## src/rtl/mem_arbiter.sv

```systemverilog
// Arbiter and access sequencer that shares one single-ported memory between the fetch and data ports.
// Optional feature: define MEM_ARB_PERF_EN to add saturating per-port stall-cycle counters.
module mem_arbiter #(
  parameter int ADDR_W  = 32,
  parameter int DATA_W  = 32,
  parameter int MEM_LAT = 2
) (
  input  logic              clk,
  input  logic              reset,
  input  logic              if_req,
  input  logic [ADDR_W-1:0] if_addr,
  output logic [DATA_W-1:0] if_rdata,
  output logic              if_ready,
  output logic              stall_if,
  input  logic              dm_req,
  input  logic              dm_we,
  input  logic [ADDR_W-1:0] dm_addr,
  input  logic [DATA_W-1:0] dm_wdata,
  output logic [DATA_W-1:0] dm_rdata,
  output logic              dm_ready,
  output logic              stall_dm,
  output logic              mem_en,
  output logic              mem_we,
  output logic [ADDR_W-1:0] mem_addr,
  output logic [DATA_W-1:0] mem_wdata,
  input  logic [DATA_W-1:0] mem_rdata
`ifdef MEM_ARB_PERF_EN
  ,
  output logic [31:0]       perf_if_stall,
  output logic [31:0]       perf_dm_stall
`endif
);

  typedef enum logic [1:0] {IDLE, ISSUE, WAIT, DONE} state_t;

  state_t      state;
  logic [2:0]  cnt;
  logic        owner_dm;
  logic        lat_we;

  assign stall_if = if_req & ~if_ready;
  assign stall_dm = dm_req & ~dm_ready;

  // Memory-side outputs are registered at grant time so they appear exactly in the ISSUE cycle.
  always_ff @(posedge clk) begin
    if (reset) begin
      state     <= IDLE;
      cnt       <= 3'd0;
      owner_dm  <= 1'b0;
      lat_we    <= 1'b0;
      if_ready  <= 1'b0;
      dm_ready  <= 1'b0;
      if_rdata  <= '0;
      dm_rdata  <= '0;
      mem_en    <= 1'b0;
      mem_we    <= 1'b0;
      mem_addr  <= '0;
      mem_wdata <= '0;
    end else begin
      if_ready  <= 1'b0;
      dm_ready  <= 1'b0;
      mem_en    <= 1'b0;
      mem_we    <= 1'b0;
      mem_addr  <= '0;
      mem_wdata <= '0;
      case (state)
        IDLE: begin
          // Data port wins: it holds the older instruction in the pipeline.
          if (dm_req && !dm_ready) begin
            owner_dm  <= 1'b1;
            lat_we    <= dm_we;
            mem_en    <= 1'b1;
            mem_we    <= dm_we;
            mem_addr  <= dm_addr;
            mem_wdata <= dm_wdata;
            state     <= ISSUE;
          end else if (if_req && !if_ready) begin
            owner_dm  <= 1'b0;
            lat_we    <= 1'b0;
            mem_en    <= 1'b1;
            mem_addr  <= if_addr;
            state     <= ISSUE;
          end
        end
        ISSUE: begin
          if (lat_we) begin
            dm_ready <= owner_dm;
            if_ready <= ~owner_dm;
            state    <= DONE;
          end else begin
            cnt   <= 3'(MEM_LAT);
            state <= WAIT;
          end
        end
        WAIT: begin
          if (cnt == 3'd1) begin
            if (owner_dm) begin
              dm_rdata <= mem_rdata;
              dm_ready <= 1'b1;
            end else begin
              if_rdata <= mem_rdata;
              if_ready <= 1'b1;
            end
            state <= DONE;
          end
          cnt <= cnt - 3'd1;
        end
        DONE: state <= IDLE;
        default: state <= IDLE;
      endcase
    end
  end

`ifdef MEM_ARB_PERF_EN
  always_ff @(posedge clk) begin
    if (reset) begin
      perf_if_stall <= 32'd0;
      perf_dm_stall <= 32'd0;
    end else begin
      if (stall_if && perf_if_stall != 32'hFFFF_FFFF) perf_if_stall <= perf_if_stall + 32'd1;
      if (stall_dm && perf_dm_stall != 32'hFFFF_FFFF) perf_dm_stall <= perf_dm_stall + 32'd1;
    end
  end
`endif

endmodule

```

## config.mk

```make
export PLATFORM = sky130hd
export DESIGN_NAME = mem_arbiter
export DESIGN_NICKNAME = d
export VERILOG_FILES = /design/src/rtl/mem_arbiter.sv
export SDC_FILE = /design/constraint.sdc
export NUM_CORES = 1
export LEC_CHECK = 0
export ABC_CLOCK_PERIOD_IN_PS = 3500
export BUFFER_PORTS_ARGS = -buffer_cell sky130_fd_sc_hd__buf_2
export CORE_MARGIN = 2
export CORE_UTILIZATION = 35
export CTS_CLUSTER_SIZE = 10
export DETAILED_ROUTE_END_ITERATION = 12
export PLACE_DENSITY = 0.66
export SLEW_MARGIN = 10
export SYNTH_ARGS = -nofsm -noshare
export SYNTH_HDL_FRONTEND = slang
export SYNTH_SLANG_ARGS = --single-unit
```

## constraint.sdc

```tcl
create_clock -name clk -period 3.5 [get_ports clk]
set_input_delay 0.7 -clock clk [delete_from_list [all_inputs] [get_ports clk]]
set_output_delay 0.7 -clock clk [all_outputs]
set_load 0.01 [all_outputs]
```

==> flow_metrics.env <==
export IMPL_status="completed"
export IMPL_hold_path_class="reg2reg"
export IMPL_synth_warnings=0
export IMPL_initial_core_util_pct=35.83
export IMPL_tns_ns=0
export IMPL_slowest_stage="inv_2"
export IMPL_vias=4420
export IMPL_grt_pass1_wl_mm=20.86
export IMPL_netlist_area_um2=4726
export IMPL_worst_pin_slew_ns=0.9263
export IMPL_period_share_pct=66.56
export IMPL_worstSkewPairLatency_ns=0.41
export IMPL_crit_chain="buf_2 > nand2b_4 > inv_2 > buf_2"
export IMPL_htree_levels=4
export IMPL_critPathKind="in2out"
export IMPL_cts_tree="built"
export IMPL_power_density_nw_per_um2=621.3
export IMPL_post_cts_repair_setup_buffers=0
export IMPL_relSlewSlack_pct=38.18
export IMPL_synth_flop_cell="dfxtp_1"
export IMPL_overflow=0
export IMPL_worst_path_max_fanout=37
export IMPL_crit_top_cell="buf_2"
export IMPL_die_area_um2=14450
export IMPL_hold_violations=0
export IMPL_slowest_delay_ns=0.46
export IMPL_die_w_um=120.2
export IMPL_r2r_start="state[0]"
export IMPL_grt_max_degree=74
export IMPL_finalNetCount=914
export IMPL_postCtsHoldBufs=0
export IMPL_areaGrowthSynthToFinish_pct=42.18
export IMPL_dp_hpwl_mm=9.694
export IMPL_row_count=42
export IMPL_cp_arrival_ns=1.63
export IMPL_drv_cap=0
export IMPL_yosysSeqAreaShare_pct=58.88
export IMPL_critPathLaunchType="input pin"
export IMPL_ys_async_sr_fraction_pct=0
export IMPL_clk_path_buf_depth=2
export IMPL_synth_fp_nets=657
export IMPL_ys_ff_latch=139
export IMPL_critPathLaunch="dm_req"
export IMPL_drt_iter0_drc=186
export IMPL_worstPathRequired_ns=2.80
export IMPL_max_freq_ghz=0.4293
export IMPL_cts_inserted_buffers=17
export IMPL_drt_pre_antenna_iters=4
export IMPL_irDropWorstVdd_mv=0.4872
export IMPL_cp_end_kind="primary output"
export IMPL_grt_setup_unrepaired="false"
export IMPL_min_from="dm_rdata[30]"
export IMPL_wl_per_cell_um=14.20
export IMPL_ant_nets=0
export IMPL_grt_total_usage_pct=18.77
export IMPL_fin_skew_ns=0.007652
export IMPL_drv_slew=0
export IMPL_first_global_vias=4110
export IMPL_p_leak_uw=0.003182
export IMPL_drive_gt1_share_pct=39.39
export IMPL_clockRootBuffer="clkbuf_16"
export IMPL_avgSynthCellArea_um2=9.141
export IMPL_portBuffers=266
export IMPL_clk_pin_slew_ns=0.06
export IMPL_fin_area_um2=6719
export IMPL_via_per_inst=4.585
export IMPL_ys_types=30
export IMPL_ios=267
export IMPL_antenna_found_initial=2
export IMPL_coreArea_um2=13190
export IMPL_place_congestion=0.7403
export IMPL_drt_wl_total_mm=13.68
export IMPL_clock_sink_count=139
export IMPL_placed_cell_area_um2=6132
export IMPL_cts_resized=0
export IMPL_drc=0
export IMPL_synth_edf_count=0
export IMPL_fin_crit_ns=2.330
export IMPL_finalSetupViolations=0
export IMPL_syn_inst=517
export IMPL_die_height_um=120.2
==> final cells by class <==
type | instances | area, um^2
Antenna cell | 1 | 2.502
Clock buffer | 18 | 439.2
Clock inverter | 14 | 145.1
Fill cell | 1276 | 6471
Inverter | 8 | 30.03
Multi-Input combinational cell | 335 | 1715
Sequential cell | 139 | 2783
Tap cell | 176 | 220.2
Timing Repair Buffer | 273 | 1384
==> state kept, by name (all words and copies together), names as in the netlist <==
name and count:
dm_ready 1, if_ready 1, mem_wdata 32, mem_en 1, lat_we 1, mem_we 1
if_rdata 32, owner_dm 1, dm_rdata 32, mem_addr 32, state 2, cnt 3
==> worst paths after layout <==
| kind | to | slack, ns | cells past startpoint |
|---|---|---|---|
| worst max register to register | if_rdata[20] | 1.55 | 7 |
| worst min register to register | dm_rdata[30] | 0.45 | 2 |
| worst min-delay path | dm_rdata[30] | 0.45 | 2 |
| worst max-delay path | stall_dm | 1.17 | 4 |
==> synthesized netlist by cell type (6+ instances only) <==
| master | count | area [um^2] |
|---|---|---|
| a21oi_1 | 68 | 340.3 |
| clkbuf_1 | 14 | 52.55 |
| buf_2 | 11 | 55.05 |
| a22oi_1 | 33 | 247.7 |
| nor2_1 | 39 | 146.4 |
| dfxtp_1 | 139 | 2783 |
| and2_1 | 33 | 206.5 |
| inv_1 | 7 | 26.28 |
| buf_6 | 6 | 67.56 |
| ha_1 | 7 | 87.58 |
| nand2_1 | 129 | 484.2 |
==> layer usage <==
metal  vias up  part of all wire, %  global-route usage [%]
met5         -                0.095                       0
met4         2                  1.2                   6.029
met3        13                   10                   9.340
met2       175                   50                   32.49
met1      2016                   39                   19.91
li1       2214                    -                       -
==> worst max-delay path, delay by kind of cell <==
kind / cells / cell delay (ns)
buffers and inverters: 3 / 0.82
AND/OR/NAND/NOR: 1 / 0.08
==> stage by stage <==
step	hold slack (ns)	cells	util [%]	setup slack (ns)	total power, uW
after global routing	0.4597	964	50.94	1.094	4387
after detailed placement	0.4447	931	46.49	1.154	2463
after floorplan	0.4533	517	-	1.719	2189
after CTS	0.4529	963	50.92	1.154	4239
final	0.4489	964	50.94	1.170	4175
after global placement	0.4388	931	46.49	1.173	2455
==> power by group <==
part	switching, uW	internal [uW]
Sequential	54.8	1730
Clock	689	1070
Combinational	361	273
Total	1110	3070
==> cell usage in the layout (no fill, tap or decap), types with 2 or more instances in the layout <==
cell type / netlist / layout
clkinv_4: 0 / 2
nor2_2: 2 / 2
nand3_1: 3 / 3
buf_4: 2 / 7
o21ai_0: 2 / 2
clkinvlp_4: 0 / 4
bufinv_16: 0 / 2
and2_1: 33 / 33
clkinv_2: 0 / 4
a22oi_1: 33 / 33
buf_2: 11 / 266
nor2_1: 39 / 39
clkbuf_16: 0 / 17
a21oi_1: 68 / 68
a311oi_1: 2 / 2
nand2b_1: 3 / 3
a32oi_1: 2 / 2
mux2i_1: 3 / 3
ha_1: 7 / 7
inv_1: 7 / 7
dfxtp_1: 139 / 139
nand2_1: 129 / 129
inv_6: 0 / 2
==> cells by family (layout without fill, tap and decap cells) <==
| logic type | count (synthesis) | in the layout | synth area share, % |
|---|---|---|---|
| other cells | 0 | 1 | 0 |
| simple gates | 216 | 216 | 20.02 |
| mux | 4 | 4 | 0.8737 |
| compound gates | 108 | 108 | 13.56 |
| buf+inv | 43 | 313 | 4.818 |
| fa+ha+maj | 7 | 7 | 1.853 |
| flops | 139 | 139 | 58.88 |
Note: power is estimated with default switching activity, not from simulation.
